<file path="src/rtl/wb_scoreboard.sv">
// wb_scoreboard: MEM/WB pipeline register with load extraction, register-file write port and pending-write scoreboard.
// Ports:
//   clk, rst            clock and asynchronous active-high reset
//   stall, flush        freeze MEM/WB (and suppress write) / squash the MEM instruction
//   mem_*               instruction presented by the MEM stage
//   iss_*               instruction issued from ID (scoreboard increment)
//   rs1, rs2 -> busy*   pending-write query for two source registers
//   RFWr, WBSel, WD     register-file write port
//   sb_err              sticky counter overflow/underflow flag
module wb_scoreboard (
  input  logic        clk,
  input  logic        rst,
  input  logic        stall,
  input  logic        flush,
  input  logic        mem_valid,
  input  logic        mem_regwr,
  input  logic [4:0]  mem_rd,
  input  logic [1:0]  mem_wdsel,
  input  logic [31:0] mem_alu,
  input  logic [31:0] mem_rdata,
  input  logic [31:0] mem_pc4,
  input  logic [2:0]  mem_dmtype,
  input  logic [1:0]  mem_addr_lo,
  input  logic        iss_valid,
  input  logic        iss_regwr,
  input  logic [4:0]  iss_rd,
  input  logic [4:0]  rs1,
  input  logic [4:0]  rs2,
  output logic        busy1,
  output logic        busy2,
  output logic        RFWr,
  output logic [4:0]  WBSel,
  output logic [31:0] WD,
  output logic        sb_err
);
  logic        wb_valid, wb_regwr;
  logic [4:0]  wb_rd;
  logic [1:0]  wb_wdsel, wb_addr_lo;
  logic [31:0] wb_alu, wb_rdata, wb_pc4;
  logic [2:0]  wb_dmtype;
  logic [1:0]  cnt [32];
  logic [1:0]  nc [32];
  logic [3:0]  n [32];
  logic        err_n, iss_hit, sq_hit;
  logic [15:0] half;
  logic [7:0]  bt;
  logic [31:0] ld, wd_sel;
  always_comb begin
    half = wb_addr_lo[1] ? wb_rdata[31:16] : wb_rdata[15:0];
    bt = wb_rdata[{wb_addr_lo, 3'b000} +: 8];
    ld = wb_dmtype == 3'd1 ? {{16{half[15]}}, half} :
         wb_dmtype == 3'd2 ? {16'h0, half} :
         wb_dmtype == 3'd3 ? {{24{bt[7]}}, bt} :
         wb_dmtype == 3'd4 ? {24'h0, bt} : wb_rdata;
    wd_sel = wb_wdsel == 2'd0 ? wb_alu :
             wb_wdsel == 2'd1 ? ld :
             wb_wdsel == 2'd2 ? wb_pc4 : 32'h0;
  end
  assign RFWr   = wb_valid & wb_regwr & (wb_rd != 5'd0) & ~stall;
  assign WBSel  = RFWr ? wb_rd : 5'd0;
  assign WD     = RFWr ? wd_sel : 32'h0;
  assign iss_hit = iss_valid & iss_regwr & (iss_rd != 5'd0);
  assign sq_hit  = flush & mem_valid & mem_regwr & (mem_rd != 5'd0);
  assign busy1  = cnt[rs1] != 2'd0;
  assign busy2  = cnt[rs2] != 2'd0;
  // Counters are evaluated with a +2 offset so the net sum (-2..+4) stays unsigned; 2 means zero.
  always_comb begin
    err_n = 1'b0;
    for (int i = 0; i < 32; i++) begin
      n[i] = {2'b00, cnt[i]} + 4'd2 + {3'b000, iss_hit && iss_rd == 5'(i)}
           - {3'b000, RFWr && wb_rd == 5'(i)} - {3'b000, sq_hit && mem_rd == 5'(i)};
      err_n = err_n | (n[i] > 4'd5) | (n[i] < 4'd2);
      nc[i] = n[i] > 4'd5 ? 2'd3 : n[i] < 4'd2 ? 2'd0 : 2'(n[i] - 4'd2);
    end
  end
  always_ff @(posedge clk or posedge rst) begin
    if (rst) begin
      wb_valid   <= 1'b0;
      wb_regwr   <= 1'b0;
      wb_rd      <= 5'd0;
      wb_wdsel   <= 2'd0;
      wb_alu     <= 32'h0;
      wb_rdata   <= 32'h0;
      wb_pc4     <= 32'h0;
      wb_dmtype  <= 3'd0;
      wb_addr_lo <= 2'd0;
      cnt        <= '{default: 2'd0};
      sb_err     <= 1'b0;
    end else begin
      if (flush) wb_valid <= 1'b0;
      else if (!stall) begin
        wb_valid   <= mem_valid;
        wb_regwr   <= mem_regwr;
        wb_rd      <= mem_rd;
        wb_wdsel   <= mem_wdsel;
        wb_alu     <= mem_alu;
        wb_rdata   <= mem_rdata;
        wb_pc4     <= mem_pc4;
        wb_dmtype  <= mem_dmtype;
        wb_addr_lo <= mem_addr_lo;
      end
      cnt    <= nc;
      sb_err <= sb_err | err_n;
    end
  end
endmodule

</file>
<file path="config.mk">
export PLATFORM = sky130hd
export DESIGN_NAME = wb_scoreboard
export DESIGN_NICKNAME = d
export VERILOG_FILES = /design/src/rtl/wb_scoreboard.sv
export SDC_FILE = /design/constraint.sdc
export NUM_CORES = 1
export LEC_CHECK = 0
export BUFFER_PORTS_ARGS = -buffer_cell sky130_fd_sc_hd__buf_4
export CORE_MARGIN = 2
export CORE_UTILIZATION = 35
export CTS_CLUSTER_SIZE = 12
export DETAILED_ROUTE_END_ITERATION = 12
export GPL_TIMING_DRIVEN = 0
export PLACE_DENSITY = 0.53
export SETUP_SLACK_MARGIN = 0.1
export SYNTH_ARGS = -nofsm -noshare
export SYNTH_HDL_FRONTEND = slang
export SYNTH_SLANG_ARGS = --single-unit
</file>
<file path="constraint.sdc">
create_clock -name clk -period 4.79 [get_ports clk]
set_input_delay 0.479 -clock clk [delete_from_list [all_inputs] [get_ports clk]]
set_output_delay 0.479 -clock clk [all_outputs]
set_load 0.01 [all_outputs]
</file>
# Word level (Yosys, flattened, before mapping)
# Index checks and enable logic that the tools add are counted.
# W data, S select, Z words.
# classes
addsub	160
n_lt_le_gt_ge	66
eq_ne	100
shift	1
muxes	82
bitwise_logic	76
n_reduce_logical	106
# ops
cell	n
$mux W32	8
$sub A4 B1 Y4	64
$eq A5 B5 Y1 const B	48
$mux W2	68
$add A3 B1 Y4	32
$gt A4 B3 Y1 const B	32
$lt A4 B2 Y1 const B	32
$eq A5 B4 Y1 const B	24
$add A2 B2 Y3 const B	32
$logic_and A1 B1 Y1	96
$or A1 B1 Y1	64
$sub A2 B2 Y2 const B	32
$eq A5 B3 Y1 const B	12
$shiftx A32 B6 Y8	1
$eq A5 B2 Y1 const B	6
$bmux W2 S5	2
$mux W16	1
$eq A5 B1 Y1 const B	3
$logic_not A5 Y1	3
$reduce_bool A5 Y1	3
$ge A6 B6 Y1 const B	2
$not A5 Y6	2
$and A1 B1 Y1	8
$eq A3 B2 Y1 const B	2
11 further kinds	14
# word_totals
reg_bits	175
in_bits	131
output_inout_bits	41
elab_cells	633

# Logic depth before layout (Yosys ltp)
# Gate-level depths: netlist of run 1.
# depth
depth_word	71
depth_mapped	12
mapped_depth_nobuf	12

# Worst setup path after synthesis of run 1
# Ideal clock, no wire load.
# synth_timing
kind	input port to flip-flop
start	input port mem_rd[0]
end	register sb_err
setup_time_ns	0.140
arrival_ns	3.095
required_time_ns	4.650
slack_ns	1.556
path_stages	11
cell_sequence	clkbuf_1 > nor2b_1 > nor2b_1 > nand3_1 > fa_1 > ha_1 > fa_1 > xor2_1 > nand4_1 > nor4_1 > nand4_1
# synth_between
elab_chain_cells	69
word_cells_on_any_way	226
classes_between	32 x add/sub; 64 x order compare; 31 x eq/ne; 65 x bitwise; 34 x reduce/logical
# synth_rtl
element	line_no	text
start, declared	17	input logic [4:0] mem_rd,
$reduce_bool A5 Y1	63	assign sq_hit = flush & mem_valid & mem_regwr & (mem_rd != 5'd0);
$and A1 B1 Y1	63	
$logic_and A1 B1 Y1	71	- {3'b000, RFWr && wb_rd == 5'(i)} - {3'b000, sq_hit && mem_rd == 5'(i)};
$sub A4 B1 Y4	71	
$gt A4 B3 Y1 or $lt A4 B2 Y1 (tied branches)	72	err_n = err_n | (n[i] > 4'd5) | (n[i] < 4'd2);
$or A1 B1 Y1 (62 in series)	72	
$or A1 B1 Y1 *	72	
$or A1 B1 Y1 *	103	sb_err <= sb_err | err_n;
end signal, assigned	103	
end, declared	34	output logic sb_err
# Every way passes the cells marked *; elsewhere a longest branch is shown, timed or not.
# A chain may end at the register's enable or synchronous reset.

# Worst setup path after layout of run 1
# layout_timing
start	register wb_rd[3]
end	register sb_err
# layout_between
elab_chain_cells	71
word_cells_on_any_way	259
classes_between	64 x add/sub; 64 x order compare; 31 x eq/ne; 66 x bitwise; 34 x reduce/logical
# layout_rtl
element	line_no	text
start, declared	37	logic [4:0] wb_rd;
start signal, assigned	94	wb_rd <= mem_rd;
$reduce_bool A5 Y1	59	assign RFWr = wb_valid & wb_regwr & (wb_rd != 5'd0) & ~stall;
$and A1 B1 Y1 (2 in series)	59	
$logic_and A1 B1 Y1	71	
$sub A4 B1 Y4 (2 in series)	71	
$gt A4 B3 Y1 or $lt A4 B2 Y1 (tied branches)	72	
$or A1 B1 Y1 (62 in series)	72	
$or A1 B1 Y1 *	72	
$or A1 B1 Y1 *	103	
# Marks and branches as above.

==> impl_summary.log, run 1 <==
[metrics] quantity of hold-fixing buffers added after cts: 1
[metrics] root buffer selected by CTS: sky130_fd_sc_hd__clkbuf_16
[metrics] power per cell area: 409 mW/mm^2
[metrics] worst min-delay path category: in -> reg
[metrics] largest net degree at the start of global routing: 39
[metrics] global-route wire length before repair: between 50000 and 60000 um
[metrics] share of the yosys chip area belonging to registers: 39.5%
[metrics] area share of the largest cell type after synthesis: roughly two fifths
[metrics] cell count after synthesis: about 1000
[metrics] via count: ~9000
[metrics] clock network latency to the later pin of the worst-skew pair: 450 ps
[metrics] most instantiated cells after synthesis: sky130_fd_sc_hd__dfrtp_1 (175), sky130_fd_sc_hd__nand2_1 (93), sky130_fd_sc_hd__nor2_1 (88), sky130_fd_sc_hd__mux2_2 (82), sky130_fd_sc_hd__fa_1 (63)
[metrics] post-layout minimum cycle time: around 4200 ps
[metrics] EDFF count, synth: 0
[metrics] global-route usage over all layers: a little over a fifth
[metrics] standby leakage power: around 0.0058 uW
[metrics] area taken by multi-input logic gates: ~0.0063 mm^2
[metrics] classification of the worst setup path: reg -> reg
[metrics] Placement Setup Slack: approximately 470 ps
[metrics] remaining global-route overflow: 0
[metrics] placer's final routability congestion estimate: 0.905
[metrics] total of warnings raised by yosys: 0
[metrics] TritonCTS buffer count: 17
[metrics] Crit. End Element: flop
[metrics] dominant synthesized flop cell: sky130_fd_sc_hd__dfrtp_1
[metrics] number of global-route vias before repair: just over 9000
[metrics] FFs w/ async S/R, synth: 100%
[metrics] drt total wl: ~35000 um
[metrics] worst-case clock buffer depth: 2
[metrics] total clock sinks: around 180
[metrics] destination of the worst register-to-register timing path: sb_err
[metrics] residual DRC count: 0
[metrics] Worst Path Required: 5060 ps
[metrics] worst-case register-to-register setup slack: 610 ps
[metrics] setup repair after global routing missed its margin: no
[metrics] largest area contributor in the synthesized netlist: sky130_fd_sc_hd__dfrtp_1
[metrics] starting density of the core: roughly a third
[metrics] headroom to the max-slew limit: between 30% and 40%
[metrics] Net count, final: approximately 1500
[metrics] Final ANT Viol Nets: 0
[metrics] top-level port count: between 150 and 200
[metrics] average size of a mapped cell: approximately 11 um^2
[metrics] average detailed-routed wire length per instance: 21.1 um
[metrics] vias per inst: 5.31
[metrics] highest fanout seen on the critical path: 10
[metrics] synth top area cells: sky130_fd_sc_hd__dfrtp_1 (40%), sky130_fd_sc_hd__fa_1 (11%), sky130_fd_sc_hd__mux2_2 (8.3%)
[metrics] Tightest Pin Transition: approximately 960 ps
[metrics] Worst Reg2Reg Path Length in Cells: 10
[metrics] area taken by flip-flops and latches: between 0.004 and 0.005 mm^2
[metrics] number of cell rows: 65
[metrics] number of endpoints with negative hold slack in the final report: 0
[metrics] core area: around 0.031 mm^2
[metrics] total standard cell area after synthesis: roughly 0.011 mm^2
[metrics] drt initial violations: roughly 650
[metrics] crit path launch: wb_rd[3]
[metrics] Max Slew Vio Count: 0
[metrics] chip height: around 180 um
[metrics] type of element launching the critical path: flop
[metrics] number of levels the H-tree was split into: 4
[metrics] final setup margin: 613 ps
[metrics] largest voltage drop on the vdd net: about 0.28 mV
[metrics] horizontal extent of the die: 182 um
[metrics] launch point of the worst reg-to-reg path: wb_rd[3]
[metrics] buffers inserted by post-CTS timing repair: 0
[metrics] most instantiated library cell after synthesis: sky130_fd_sc_hd__dfrtp_1
[metrics] # setup viols final: 0
[metrics] total negative slack for setup checks: 0 ps
[metrics] number of gates resized after CTS: 0
[metrics] area of the die: ~0.033 mm^2
[metrics] Clock Pin Slew Worst Setup and Hold Paths: around 70 ps
[metrics] TritonCTS clock tree: built
[metrics] initial antenna violation count: 6
[metrics] result of the run: completed
[metrics] Data arrival, critical path: roughly 4500 ps
[metrics] highest clock rate: about 240 MHz
[metrics] Critical path destination: sb_err
[metrics] layout cells sized above 1: between 20% and 30%
[metrics] worst clock skew on the final layout: about 12 ps
[metrics] number of input and output port buffers inserted: approximately 160
[metrics] DRT Pass-1 Iters: 5
[metrics] estimated wirelength of the detail-placed design: approximately 28000 um
[metrics] post-route fraction of the period consumed by the critical path: between 80 and 90%
[metrics] max-cap viol count: 0
[metrics] Layout area overhead: 22.3%
[metrics] post-synth cell types: 58
[metrics] count of state elements after synthesis: 175
[metrics] Filler Cell Count: approximately 3100
==> layout make-up <==
class                      count  share of cell area [%]
antenna                        5                  0.0924
buffer                        56                    1.78
clock buffer                  19                    3.34
clock inverter                13                    1.14
inverter                      38                    1.08
multi-input combinational    781                    46.6
sequential                   175                    32.3
tap                          402                    3.71
timing repair buffer         170                    9.90
==> how the worst min path moves through the flow <==
| stage | slack (ps) | endpoint | cells after the start | start |
|---|---|---|---|---|
| floorplan | 470 | wb_rdata[2] | 1 | wb_rdata[2] |
| detailed placement | 440 | wb_alu[1] | 2 | rst |
| global route | 210 | wb_valid | 2 | flush |
| CTS | 190 | wb_valid | 2 | flush |
| global placement | 490 | wb_pc4[10] | 1 | wb_pc4[10] |
| finish | 220 | wb_valid | 2 | flush |
==> kinds of logic after synthesis <==
kind of cell	after synthesis	synth area share [%]
other cells	2	0.0678
buf+inv	94	3.47
simple gates	328	14.1
mux	115	12.3
fa+ha+maj	129	18.1
compound gates	174	9.84
flops	175	39.5
xor+xnor	32	2.53
==> power by group <==
| group | total, uW | internal, uW | switching [uW] |
|---|---|---|---|
| clock | 1440 | 808 | 635 |
| combinational | 1920 | 903 | 1020 |
| sequential | 2170 | 1840 | 330 |
==> worst max-delay path, stage by stage (launching register included) <==
cell and delay (ps):
sky130_fd_sc_hd__dfrtp_1 340, sky130_fd_sc_hd__clkbuf_1 400, sky130_fd_sc_hd__nor2b_1 470, sky130_fd_sc_hd__and3_1 390, sky130_fd_sc_hd__nand3_1 150, sky130_fd_sc_hd__fa_1 520, sky130_fd_sc_hd__ha_1 200, sky130_fd_sc_hd__fa_1 480
sky130_fd_sc_hd__xnor2_1 180, sky130_fd_sc_hd__nor4_1 640, sky130_fd_sc_hd__nand4_1 240
==> cells in the final DEF (no fill, tap or decap), types with 15 or more instances in the layout <==
cell,Yosys,layout
sky130_fd_sc_hd__inv_1,37,36
sky130_fd_sc_hd__xor2_1,22,22
sky130_fd_sc_hd__dfrtp_1,175,175
sky130_fd_sc_hd__maj3_1,31,31
sky130_fd_sc_hd__buf_4,2,166
sky130_fd_sc_hd__mux2i_1,24,24
sky130_fd_sc_hd__o21ai_0,47,47
sky130_fd_sc_hd__nor2_1,88,88
sky130_fd_sc_hd__clkbuf_16,0,17
sky130_fd_sc_hd__mux2_2,82,82
sky130_fd_sc_hd__nand2_1,93,93
sky130_fd_sc_hd__o32ai_1,15,15
sky130_fd_sc_hd__clkbuf_1,42,42
sky130_fd_sc_hd__nor3_1,52,52
sky130_fd_sc_hd__fa_1,63,63
sky130_fd_sc_hd__a21oi_1,60,60
sky130_fd_sc_hd__nand3_1,21,21
sky130_fd_sc_hd__ha_1,35,35
==> state kept, by name (all words and copies together), names as in the netlist <==
register,cells
wb_pc4,32
wb_addr_lo,2
wb_valid,1
sb_err,1
wb_dmtype,3
wb_regwr,1
wb_rdata,32
wb_rd,5
wb_wdsel,2
cnt,64
wb_alu,32
==> routing by layer <==
| layer | vias up | wire [um] | global-route usage (%) |
|---|---|---|---|
| met3 | 46 | 1980 | 4.81 |
| met4 | 2 | 718 | 7.10 |
| met2 | 309 | 16100 | 33.4 |
| met1 | 4383 | 16300 | 30.6 |
| li1 | 4073 | - | - |
| met5 | - | 13 | 0 |
==> metrics by stage <==
| step | cell area (um^2) | instances | power [uW] | utilization (%) | hold WS, ps |
|---|---|---|---|---|---|
| 3_3_place_gp | 12800 | 1616 | 4060 | 40.8 | 490 |
| 4_1_cts | 13500 | 1654 | 5580 | 43.1 | 192 |
| 6_report | 13500 | 1659 | 5540 | 43.2 | 219 |
| 3_5_place_dp | 12900 | 1621 | 4120 | 41.2 | 439 |
| 2_1_floorplan | 11100 | 1050 | 3440 | - | 471 |
| 5_1_grt | 13500 | 1658 | 5910 | 43.1 | 209 |
(Power assumes the default switching activity.)
==> run 2, diff against run 1 <==
--- a/config.mk
+++ b/config.mk
@@ -5,13 +5,14 @@
 export SDC_FILE = /design/constraint.sdc
 export NUM_CORES = 1
 export LEC_CHECK = 0
-export BUFFER_PORTS_ARGS = -buffer_cell sky130_fd_sc_hd__buf_4
+export ABC_AREA = 1
+export BUFFER_PORTS_ARGS = -buffer_cell sky130_fd_sc_hd__buf_2
 export CORE_MARGIN = 2
 export CORE_UTILIZATION = 35
 export CTS_CLUSTER_SIZE = 12
 export DETAILED_ROUTE_END_ITERATION = 12
 export GPL_TIMING_DRIVEN = 0
-export PLACE_DENSITY = 0.53
+export PLACE_DENSITY = 0.52
 export SETUP_SLACK_MARGIN = 0.1
 export SYNTH_ARGS = -nofsm -noshare
 export SYNTH_HDL_FRONTEND = slang
==> run 2 against run 1 <==
Combinational power hardly changed. Global-route usage rose by 2.2 points. Sequential power barely moved. Routed wire length grew 13%. Clock power is 3% higher. Sequential cell count did not move. Die area grew 4.8%. Sequential share of layout area decreased by 0.47 points. Total power about the same. Clock skew grew 1.5 ps. Largest power group unchanged. Highest routed layer unchanged.
==> impl_summary.log, run 2 <==
[metrics] result of the run: completed
[metrics] placer's final routability congestion estimate: roughly 0.92
[metrics] vias per inst: between 5 and 6
[metrics] post-synth cell types: 42
[metrics] Clock Pin Slew Worst Setup and Hold Paths: around 70 ps
[metrics] area taken by multi-input logic gates: ~0.0064 mm^2
[metrics] number of endpoints with negative hold slack in the final report: 0
[metrics] post-synthesis share of cell area spent on full adders, half adders and majority gates: about 15%
[metrics] largest net degree at the start of global routing: 40
[metrics] Net count, final: 1830
[metrics] headroom to the max-slew limit: between 50% and 60%
[metrics] # setup viols final: 0
[metrics] Worst Path Required: ~5100 ps
[metrics] worst clock skew on the final layout: approximately 13 ps
[metrics] number of gates resized after CTS: 0
[metrics] Crit. End Element: flop
[metrics] root buffer selected by CTS: sky130_fd_sc_hd__clkbuf_16
[metrics] residual DRC count: 0
[metrics] area share of the largest cell type after synthesis: 37.7%
[metrics] Worst Reg2Reg Path Length in Cells: 15
[metrics] destination of the worst register-to-register timing path: sb_err
[metrics] post-layout minimum cycle time: between 3000 and 4000 ps
[metrics] core area: around 0.033 mm^2
[metrics] average size of a mapped cell: between 8 and 9 um^2
[metrics] worst-case register-to-register setup slack: about 1000 ps
[metrics] most instantiated cells after synthesis: sky130_fd_sc_hd__nand2_1 (355), sky130_fd_sc_hd__dfrtp_1 (175), sky130_fd_sc_hd__nand3_1 (148), sky130_fd_sc_hd__inv_1 (128), sky130_fd_sc_hd__o21ai_0 (125)
[metrics] TritonCTS clock tree: built
[metrics] worst min-delay path category: in -> reg
[metrics] most instantiated library cell after synthesis: sky130_fd_sc_hd__nand2_1
[metrics] dominant synthesized flop cell: sky130_fd_sc_hd__dfrtp_1
[metrics] Filler Cell Count: roughly 3400
[metrics] EDFF count, synth: 0
[metrics] DRT Pass-1 Iters: 7
[metrics] total clock sinks: between 150 and 200
[metrics] complex-gate fraction of the synthesized area: 8.70%
[metrics] average detailed-routed wire length per instance: slightly below 20 um
[metrics] number of levels the H-tree was split into: 4
[metrics] Layout area overhead: 18.3%
[metrics] largest area contributor in the synthesized netlist: sky130_fd_sc_hd__dfrtp_1
[metrics] initial antenna violation count: 9
[metrics] simple-gate portion of the synthesized area: between 20% and 30%
[metrics] estimated wirelength of the detail-placed design: 31900 um
[metrics] type of element launching the critical path: flop
[metrics] quantity of hold-fixing buffers added after cts: 1
[metrics] starting density of the core: between 30% and 40%
[metrics] commonest cells after routing, fill and taps aside: sky130_fd_sc_hd__nand2_1 (355), sky130_fd_sc_hd__buf_2 (195), sky130_fd_sc_hd__dfrtp_1 (175)
[metrics] most common cell after layout, fill and taps aside: sky130_fd_sc_hd__nand2_1
[metrics] largest register by flop count: cnt
[metrics] Largest register FFs: 64
[metrics] clock network latency to the later pin of the worst-skew pair: around 450 ps
[metrics] total standard cell area after synthesis: between 0.01 and 0.015 mm^2
[metrics] number of cells in the finished layout apart from fillers: a little over 2000
[metrics] global-route usage over all layers: 24.0%
[metrics] post-route fraction of the period consumed by the critical path: 79.0%
[metrics] worst-case clock buffer depth: 2
[metrics] Tightest Pin Transition: 724 ps
[metrics] total negative slack for setup checks: 0 ps
[metrics] via count: 10500
[metrics] number of cell rows: 66
[metrics] startpoint of the tightest hold check path: flush
[metrics] FFs w/ async S/R, synth: 100%
[metrics] drt total wl: roughly 40000 um
[metrics] TritonCTS buffer count: 17
[metrics] setup repair after global routing missed its margin: no
[metrics] launch point of the worst reg-to-reg path: wb_rd[0]
[metrics] drt initial violations: ~750
[metrics] standby leakage power: 0.00658 uW
[metrics] highest clock rate: around 260 MHz
[metrics] share of the yosys chip area belonging to registers: 37.7%
[metrics] top-level port count: 172
[metrics] buffers inserted by post-CTS timing repair: 0
[metrics] synth top area cells: sky130_fd_sc_hd__dfrtp_1 (38%), sky130_fd_sc_hd__nand2_1 (11%), sky130_fd_sc_hd__fa_1 (11%)
[metrics] area share of xor/xnor cells in the synthesized design: 0%
[metrics] Final ANT Viol Nets: 0
[metrics] Max Slew Vio Count: 0
[metrics] combinational family with the most area after synthesis: simple AND/OR/NAND/NOR gates
[metrics] global-route wire length before repair: around 60000 um
[metrics] count of state elements after synthesis: 175
[metrics] cell count after placement: 2023
[metrics] Data arrival, critical path: approximately 4100 ps
[metrics] count of cells along the worst hold path: 2
[metrics] total of warnings raised by yosys: 0
[metrics] number of global-route vias before repair: ~11000
[metrics] highest fanout seen on the critical path: 10
[metrics] layout cells sized above 1: 22.3%
[metrics] remaining global-route overflow: 0
[metrics] largest voltage drop on the vdd net: approximately 0.26 mV
[metrics] area of the die: 0.0347 mm^2
[metrics] horizontal extent of the die: around 190 um
[metrics] chip height: between 150 and 200 um
[metrics] classification of the worst setup path: reg -> reg
[metrics] post-synthesis mux area share: 6.39%
[metrics] Worst Hold Path EP: wb_valid
[metrics] cell count after synthesis: 1406
[metrics] power per cell area: a little over 400 mW/mm^2
[metrics] max-cap viol count: 0
[metrics] number of input and output port buffers inserted: between 150 and 200
[metrics] area taken by flip-flops and latches: approximately 0.0044 mm^2
## run 2: changes by cell type after synthesis, moves of 19 or more
cell / delta
sky130_fd_sc_hd__maj3_1: -31
sky130_fd_sc_hd__o21ai_0: +78
sky130_fd_sc_hd__mux2i_1: -24
sky130_fd_sc_hd__inv_1: +91
sky130_fd_sc_hd__mux2_2: -20
sky130_fd_sc_hd__nand2_1: +262
sky130_fd_sc_hd__buf_2: +19
sky130_fd_sc_hd__xor2_1: -22
sky130_fd_sc_hd__nand3_1: +127
sky130_fd_sc_hd__clkbuf_1: -28
sky130_fd_sc_hd__nor2_1: +22
sky130_fd_sc_hd__nor3_1: -44
## run 2: worst max path at each step
stage | from | endpoint | depth (start not counted)
finish | wb_rd[0] | sb_err | 15
global route | wb_rd[0] | sb_err | 15
CTS | wb_rd[0] | sb_err | 15
detailed placement | iss_rd[1] | sb_err | 17
global placement | rst | wb_pc4[24] | 2
floorplan | stall | sb_err | 14
## run 2: power by group
group          switching (uW)  leakage (uW)  total (uW)  internal, uW
clock network             646      0.000288        1480           837
registers                 305       0.00213        2140          1840
logic                    1170       0.00417        1920           741
total                    2130       0.00658        5540          3420
## run 2: area by class of cell
class | count | share of cell area, %
multi-input cells | 1035 | 46.5
plain buffers | 57 | 2.40
inverters | 140 | 3.87
clock inverters | 11 | 1.14
repair buffers | 175 | 6.95
flip-flops and latches | 175 | 31.9
clock buffers | 19 | 3.22
well taps | 442 | 4.02
diodes | 3 | 0.0546
## run 2: logic make-up (layout without fill, tap and decap cells)
kind of cell / count (synthesis) / count (layout)
mux: 66 / 66
buf+inv: 197 / 402
fa+ha+maj: 98 / 98
compound gates: 192 / 192
flops: 175 / 175
other cells: 2 / 6
simple gates: 676 / 676
## run 2: layer usage
metal,GRT usage [%],part of all wire (%)
met3,7.24,8.9
met4,8.25,2.9
met5,0,0.17
met1,31.6,43
met2,37.5,45
## run 2: through the flow
stage	cell area, um^2	total power [uW]	hold slack [ps]	setup WS [ps]	utilization, %
finish	13700	5540	228	1000	42.1
global route	13700	5950	219	805	42.1
CTS	13700	5580	198	1020	42.1
detailed placement	13100	4070	471	771	40.3
global placement	13000	4040	463	569	39.9
floorplan	11600	3400	453	1740	-
## run 2: critical path: stages (launching register included)
cell                      delay [ps]
sky130_fd_sc_hd__dfrtp_1         450
sky130_fd_sc_hd__nor2_1           80
sky130_fd_sc_hd__inv_1           180
sky130_fd_sc_hd__o21ai_2          90
sky130_fd_sc_hd__nor2_1          370
sky130_fd_sc_hd__buf_2           330
sky130_fd_sc_hd__nand2_1         120
sky130_fd_sc_hd__fa_1            500
sky130_fd_sc_hd__ha_1            200
sky130_fd_sc_hd__fa_1            500
sky130_fd_sc_hd__or2_2           120
sky130_fd_sc_hd__nand4_1          60
sky130_fd_sc_hd__nor2_1          260
sky130_fd_sc_hd__nand2_1          80
sky130_fd_sc_hd__nor2_1          240
sky130_fd_sc_hd__nand2_1          80
